<file path="config.mk">
export PLATFORM = sky130hd
export DESIGN_NAME = regfile_mp
export DESIGN_NICKNAME = d
export VERILOG_FILES = /design/src/rtl/regfile_mp.sv
export SDC_FILE = /design/constraint.sdc
export NUM_CORES = 2
export LEC_CHECK = 0
export BUFFER_PORTS_ARGS = -buffer_cell sky130_fd_sc_hd__clkbuf_2
export CAP_MARGIN = 10
export CELL_PAD_IN_SITES_DETAIL_PLACEMENT = 0
export CELL_PAD_IN_SITES_GLOBAL_PLACEMENT = 1
export CORE_MARGIN = 3
export CORE_UTILIZATION = 53
export DETAILED_ROUTE_END_ITERATION = 7
export PLACE_DENSITY = 0.89
export SLEW_MARGIN = 10
export SYNTH_ARGS = -nofsm -noshare
export SYNTH_HDL_FRONTEND = slang
export SYNTH_SLANG_ARGS = --single-unit
export TNS_END_PERCENT = 5
</file>
<file path="constraint.sdc">
create_clock -name clock -period 81.7 [get_ports clock]
set_input_delay 8.17 -clock clock [delete_from_list [all_inputs] [get_ports clock]]
set_output_delay 8.17 -clock clock [all_outputs]
set_load 0.01 [all_outputs]
</file>
<file path="src/rtl/regfile_mp.sv">
// rtl/regfile_mp.sv - parametrised multi-port register file with busy scoreboard
module regfile_mp #(
  parameter int WIDTH    = 32,
  parameter int DEPTH    = 32,
  parameter int ADDR_W   = 5,
  parameter int NUM_READ = 2,
  parameter bit BYPASS   = 1'b1,
  parameter bit ZERO_REG = 1'b1
) (
  input  logic                       clock,
  input  logic                       ctrl_reset,
  input  logic                       ctrl_writeEn0,
  input  logic [ADDR_W-1:0]          ctrl_writeReg0,
  input  logic [WIDTH-1:0]           data_writeReg0,
  input  logic                       ctrl_writeEn1,
  input  logic [ADDR_W-1:0]          ctrl_writeReg1,
  input  logic [WIDTH-1:0]           data_writeReg1,
  input  logic                       ctrl_reserveEn,
  input  logic [ADDR_W-1:0]          ctrl_reserveReg,
  input  logic [NUM_READ*ADDR_W-1:0] ctrl_readReg,
  output logic [NUM_READ*WIDTH-1:0]  data_readReg,
  output logic [NUM_READ-1:0]        busy_read,
  output logic                       busy_any
);

  logic [WIDTH-1:0] regs_q [DEPTH];
  logic [DEPTH-1:0] busy_q;

  // Per-register decode of the two write ports and the reserve port.
  // Addresses >= DEPTH never match any r, so they fall away naturally.
  logic [DEPTH-1:0] hit0_d, hit1_d, res_d;

  // Decode which registers each port targets this cycle (register 0 excluded when hardwired)
  always_comb begin
    hit0_d = '0;
    hit1_d = '0;
    res_d  = '0;
    for (int r = 0; r < DEPTH; r++) begin
      if (!(ZERO_REG && r == 0)) begin
        hit0_d[r] = ctrl_writeEn0  && (ctrl_writeReg0  == ADDR_W'(r));
        hit1_d[r] = ctrl_writeEn1  && (ctrl_writeReg1  == ADDR_W'(r));
        res_d[r]  = ctrl_reserveEn && (ctrl_reserveReg == ADDR_W'(r));
      end
    end
  end

  // Register storage and busy scoreboard; port 1 wins a same-address write, reserve wins over write
  always_ff @(posedge clock or posedge ctrl_reset) begin
    if (ctrl_reset) begin
      for (int r = 0; r < DEPTH; r++) begin
        regs_q[r] <= '0;
      end
      busy_q <= '0;
    end else begin
      for (int r = 0; r < DEPTH; r++) begin
        if (hit1_d[r]) begin
          regs_q[r] <= data_writeReg1;
        end else if (hit0_d[r]) begin
          regs_q[r] <= data_writeReg0;
        end
        if (res_d[r]) begin
          busy_q[r] <= 1'b1;
        end else if (hit0_d[r] || hit1_d[r]) begin
          busy_q[r] <= 1'b0;
        end
      end
    end
  end

  // Combinational read ports with optional same-cycle bypass; zero/out-of-range/reset force 0
  always_comb begin
    data_readReg = '0;
    busy_read    = '0;
    for (int i = 0; i < NUM_READ; i++) begin
      logic [ADDR_W-1:0] addr;
      logic [WIDTH-1:0]  rdata;
      logic              rbusy;
      logic              found;
      logic              wr_act;
      logic              rs_act;
      addr   = ctrl_readReg[i*ADDR_W +: ADDR_W];
      rdata  = '0;
      rbusy  = 1'b0;
      found  = 1'b0;
      for (int r = 0; r < DEPTH; r++) begin
        if (addr == ADDR_W'(r) && !(ZERO_REG && r == 0)) begin
          rdata = regs_q[r];
          rbusy = busy_q[r];
          found = 1'b1;
        end
      end
      wr_act = (ctrl_writeEn1 && ctrl_writeReg1 == addr) ||
               (ctrl_writeEn0 && ctrl_writeReg0 == addr);
      rs_act = ctrl_reserveEn && ctrl_reserveReg == addr;
      if (BYPASS) begin
        if (ctrl_writeEn1 && ctrl_writeReg1 == addr) begin
          rdata = data_writeReg1;
        end else if (ctrl_writeEn0 && ctrl_writeReg0 == addr) begin
          rdata = data_writeReg0;
        end
        if (wr_act && !rs_act) begin
          rbusy = 1'b0;
        end
      end
      if (found && !ctrl_reset) begin
        data_readReg[i*WIDTH +: WIDTH] = rdata;
        busy_read[i]                   = rbusy;
      end
    end
  end

  assign busy_any = |busy_q;

endmodule

</file>
Yosys cells after proc, flatten, opt, wreduce, memory -nomap -nowiden
Index checks and enable logic that the tools add are counted.
Storage, ports and cells
  flip-flop bits (word level): 1023
  bits of input ports: 94
Cells by class
  eq/ne operators: 161
  multiplexer cells: 320
  reduce and logical (&&, ||, !) cells: 202
Operator list (number)
  $mux W32: 130
  $eq A5 B5 Y1 const B: 80
  $eq A5 B4 Y1 const B: 40
  $mux W1: 190
  $reduce_bool A2 Y1: 62
  $logic_and A1 B1 Y1: 103
  $eq A5 B3 Y1 const B: 20
  $eq A5 B2 Y1 const B: 10
  $logic_or A1 B1 Y1: 33
  $reduce_or A31 Y1: 1
  $eq A5 B5 Y1: 6
  $eq A5 B1 Y1 const B: 5
  $logic_not A1 Y1: 3

Logic depth before layout (Yosys ltp)
  word-level depth: 35
  depth in mapped cells: 13
  mapped depth without buffers: 8

Worst setup path before layout
Ideal clock, no wire load.
  path kind: input -> output
  from: input ctrl_reset
  to: output data_readReg[55]
  data arrival time: 32601 ps
  path slack: 40929 ps
  cell stages on the path: 4
  path buffers: 0
  path through: inv_1 nand2_1 or3_1 nor3_1
On the way
  longest elaborated chain between the ends: 3
Ends and longest elaborated chain
  start: declaration: RTL line 11  | input logic ctrl_reset,
  $logic_not A1 Y1: RTL line 105  | if (found && !ctrl_reset) begin
  $logic_and A1 B1 Y1: RTL line 105
  $mux W32: RTL line 105
  end: declaration: RTL line 21  | output logic [NUM_READ*WIDTH-1:0] data_readReg,
No other way between the ends.

Final worst setup path
  from: input ctrl_readReg[6]
  to: output data_readReg[42]
On the way
  longest elaborated chain between the ends: 35
  elaborated cells on any way between the ends: 101
  classes of those cells: eq/ne: 33; mux: 65; reduce/logical: 3
Ends and longest elaborated chain
  start: declaration: RTL line 20  | input logic [NUM_READ*ADDR_W-1:0] ctrl_readReg,
  $eq A5 B1 Y1: RTL line 86  | if (addr == ADDR_W'(r) && !(ZERO_REG && r == 0)) begin
  $mux W32 (31 in a row): RTL line 86
  $mux W32: RTL line 98  | end else if (ctrl_writeEn0 && ctrl_writeReg0 == addr) begin
  $mux W32: RTL line 96  | if (ctrl_writeEn1 && ctrl_writeReg1 == addr) begin
  $mux W32 (*): RTL line 105
Mark *: on every way between the ends. The rest lies on a longest branch, timed or not.

==> results.py <==
metrics = {
    "detailed_routing": {
        "drtIter0Drc": 15060,
        "first_pass_iters": 8,
        "ant_nets": 0,
        "vias": 77050,
        "via_per_inst": 7.698,
        "wl_per_cell_um": 39.62,
        "wl_mm": 396.6,
        "drc": 13,
    },
    "logic_synthesis": {
        "synth_compound_area_share_pct": 25.44,
        "synth_top_family_by_area": "compound AO/OA/AOI/OAI gates",
        "ys_ff_latch": 1023,
        "synth_fp_nets": 8663,
        "synthAdderAreaFrac_pct": 0,
        "synth_area_per_cell_um2": 8.168,
        "synthFlopType": "dfrtp_1",
        "synth.distinct_cells": 94,
        "postSynthCellCount": 8569,
        "synthArstFlopShare_pct": 100.0,
        "synth_mux_area_share_pct": 17.07,
        "synth_enable_flop_cells": 0,
        "synth_seq_area_share_pct": 36.57,
        "yosys.area_share.simple_pct": 14.39,
        "syn-cell-area_mm2": 0.06999,
        "synth_xor_area_share_pct": 0.3754,
        "yosysWarnings": 0,
    },
    "clock_network": {
        "holdBufCountCts": 0,
        "clockBufferDepth": 3,
        "cts_tree": "yes",
        "cts_setup_buffers": 0,
        "clk-insertion-delay-late_ns": 0.79,
        "cts_root_buf": "clkbuf_16",
        "cts_buffers": 119,
        "cts-htree-levels": 3,
        "ctsResizeCount": 0,
        "clock-sinks": 1023,
        "clkTransAtPathRegs_ns": 0.07,
    },
    "die": {
        "dieHeight_um": 369.4,
        "ios": 161,
        "core_mm2": 0.1303,
        "die-area_mm2": 0.1365,
        "row_count": 132,
        "die_w_um": 369.4,
        "start_util_pct": 53.71,
    },
    "setup_path": {
        "path_delay_family": "simple AND/OR/NAND/NOR gates",
        "criticalPathCategory": "input pin to primary output",
        "crit_arrival_ns": 13.91,
        "crit_top_cell": "buf_4",
        "worstPathMaxFanout": 64,
        "critPathMaxStageDelay_ns": 1.11,
        "crit_slowest_cell": "nor2b_1",
        "cp-start-kind": "input pin",
        "critPathCaptureType": "primary output",
        "cp_num_buf_inv": 5,
        "required_ns": 73.53,
        "crit_chain": "buf_8, buf_12, buf_4, buf_4, nor2b_1, nand2_1, o21ai_0, a21oi_1, and3_1, o41ai_1, a221oi_1, nor3_1, clkbuf_2",
    },
    "sta": {
        "period_minus_slack_ns": 22.08,
        "slew_headroom_pct": -3.814,
        "tns_ns": 0,
        "whs_ns": 0.5891,
        "timing.fmax_ghz": 0.04528,
        "drv_slew": 7,
        "setup_viol": 0,
        "rsz0062_at_grt": "no",
        "hold_viol": 0,
        "fin_crit_sh_pct": 27.03,
        "worst_slew_pin_slew_ns": 1.551,
        "skew_ns": 0,
    },
    "finish": {
        "layout.nets": 8238,
        "area_growth_pct": 7.878,
        "nFillCells": 11820,
        "layout-drive-gt1-share_pct": 10.13,
    },
    "global_routing": {
        "grt_start_max_net_pins": 129,
        "grt_pass1_vias": 71770,
        "gr-total-overflow": 0,
        "grt_pass1_wl_mm": 551.2,
        "grtUsageTotal_pct": 56.39,
        "grt_antenna_before_repair": 34,
    },
    "pwr": {
        "p_switching_mw": 0.6708,
        "total_power_mw": 1.783,
        "p_comb_share_pct": 23.0,
        "ir_drop_v": 0.00002261,
        "p_leak_nw": 32.42,
        "cellInternalPower_mw": 1.112,
        "clockPowerShare_pct": 31.7,
        "power.density_mw_per_mm2": 23.61,
        "swShare_pct": 37.63,
        "p_seq_share_pct": 45.2,
    },
    "placed_design": {
        "hpwl_mm": 261.6,
        "numPortBuffers": 160,
        "place_congestion": 1.074,
    },
    "job": {
        "maxCapViolCount": 1,
    },
    "status": {
        "violations": "design-rule violations, max-capacitance violations, max-slew violations",
        "outcome": "complete, but fails checks",
    },
    "min_path": {
        "hold_path.class": "register to register",
    },
}
## per-stage QoR
stage / setup WS [ns] / util [%] / instances / cell area, um^2
after floorplan: 40.93 / - / 8569 / 69990
after global placement: 60.21 / 54.80 / 9764 / 71410
after detailed placement: 60.40 / 54.80 / 9764 / 71410
after CTS: 60.41 / 57.88 / 9982 / 75420
after global routing: 59.89 / 57.90 / 9987 / 75450
final: 59.62 / 57.94 / 10010 / 75510
## cell families (layout without fill, tap and decap cells)
group,Yosys count,count (layout)
AO/OA/AOI/OAI,2985,2985
AND/OR/NAND/NOR,2338,2338
multiplexers,1177,1177
flip-flops,1023,1023
buffers and inverters,1016,688
XOR/XNOR,30,30
other,0,26
## tightest hold or removal path, cell delays in order, from the launching register on
cell,delay (ns)
dfrtp_1,0.34
mux2i_1,0.07
o21ai_0,0.14
## power by group through the flow
stage	clock network, mW	registers [mW]	logic [mW]
global placement	0	0.796	0.377
detailed placement	0	0.798	0.388
CTS	0.560	0.791	0.389
floorplan	0	0.733	0.267
global route	0.580	0.810	0.434
finish	0.566	0.806	0.410
## cell usage after synthesis (11+ instances only)
library cell / n / share of area [%]
mux2i_1: 1125 / 16
a21oi_1: 1087 / 7.8
dfrtp_1: 1023 / 37
nand2_1: 931 / 5.0
nor2_1: 890 / 4.8
o21ai_0: 865 / 6.2
clkbuf_1: 567 / 3.0
buf_2: 237 / 1.7
a22oi_1: 155 / 1.7
buf_1: 144 / 0.77
o22ai_1: 140 / 1.3
o221ai_1: 109 / 1.4
nor3_1: 94 / 0.67
a211oi_1: 88 / 0.94
o211ai_1: 71 / 0.76
a221oi_1: 69 / 0.86
nor2b_1: 66 / 0.59
o21ai_1: 63 / 0.45
nand2b_1: 58 / 0.52
nand3_1: 58 / 0.41
a31oi_1: 50 / 0.45
nand4_1: 48 / 0.43
nor4_1: 45 / 0.40
mux2_2: 39 / 0.63
a2111oi_0: 29 / 0.36
o2111ai_1: 29 / 0.36
and2_1: 28 / 0.25
a221o_1: 26 / 0.37
buf_4: 26 / 0.28
a32o_1: 24 / 0.34
inv_1: 22 / 0.12
xor2_1: 20 / 0.25
and3_1: 18 / 0.16
or3_1: 18 / 0.16
o32ai_1: 17 / 0.21
a21o_1: 14 / 0.15
buf_6: 13 / 0.21
a22o_1: 12 / 0.15
nor2_2: 12 / 0.11
a211o_1: 11 / 0.14
a32oi_1: 11 / 0.14
o211a_1: 11 / 0.16
o31ai_1: 11 / 0.12
## per-layer routing
layer | vias to the layer above | GRT usage (%) | routed length (um)
met4 | 18 | 48.95 | 45910
met3 | 2441 | 20.92 | 57550
li1 | 30230 | - | -
met1 | 36700 | 66.99 | 132800
met5 | - | 0.2849 | 160
met2 | 7658 | 79.99 | 160100
## path summary, 6_finish.rpt
path	from	to	slack, ns	depth (start not counted)
worst min-delay path	regs_q[863]$_DFFE_PP0P_	regs_q[863]$_DFFE_PP0P_	0.59	2
worst max-delay path	ctrl_readReg[6]	data_readReg[42]	59.62	13
max in group asynchronous	ctrl_reset	regs_q[776]$_DFFE_PP0P_	70.93	5
min in group asynchronous	ctrl_reset	regs_q[240]$_DFFE_PP0P_	7.60	2
worst max register to register	regs_q[80]$_DFFE_PP0P_	regs_q[80]$_DFFE_PP0P_	80.59	2
worst min register to register	regs_q[863]$_DFFE_PP0P_	regs_q[863]$_DFFE_PP0P_	0.59	2
## state kept, by name, summed over array words and instances, names as in the netlist
signal  count
busy_q     31
regs_q    992
## layout make-up
cell class / count / area [um^2] / share of cell area, %
Multi-Input combinational cell: 6530 / 40540 / 53.68
Sequential cell: 1023 / 25600 / 33.90
Clock buffer: 169 / 3467 / 4.592
Timing Repair Buffer: 444 / 3007 / 3.982
Tap cell: 1742 / 2180 / 2.887
Clock inverter: 49 / 543.0 / 0.7192
Inverter: 26 / 110.1 / 0.1458
Antenna cell: 26 / 65.06 / 0.08617
## placed cells by master (no fill, tap or decap), types with 16 or more instances in the layout
cell,instances
mux2_2,39
a221o_1,26
a32o_1,24
nor2_4,26
nor3_1,87
buf_4,281
dfrtp_1,1023
clkbuf_1,21
nand2_1,899
mux2i_1,1125
a22oi_1,155
o2111ai_1,29
nand4_1,48
a211oi_1,87
o32ai_1,17
a221oi_1,69
nor2_2,24
o22ai_1,140
nor2_1,854
diode_2,26
clkbuf_16,120
o211ai_1,71
a2111oi_0,26
nand2_2,30
clkbuf_2,155
a21oi_1,1085
nand3_1,56
and2_1,28
and3_1,16
o221ai_1,109
nand2b_1,58
xor2_1,20
nor2b_1,61
o21ai_1,64
clkbuf_8,28
nor4_1,42
a31oi_1,50
clkinv_2,27
o21ai_0,864
inv_1,19
No activity file was read; power rests on OpenSTA's default activity.
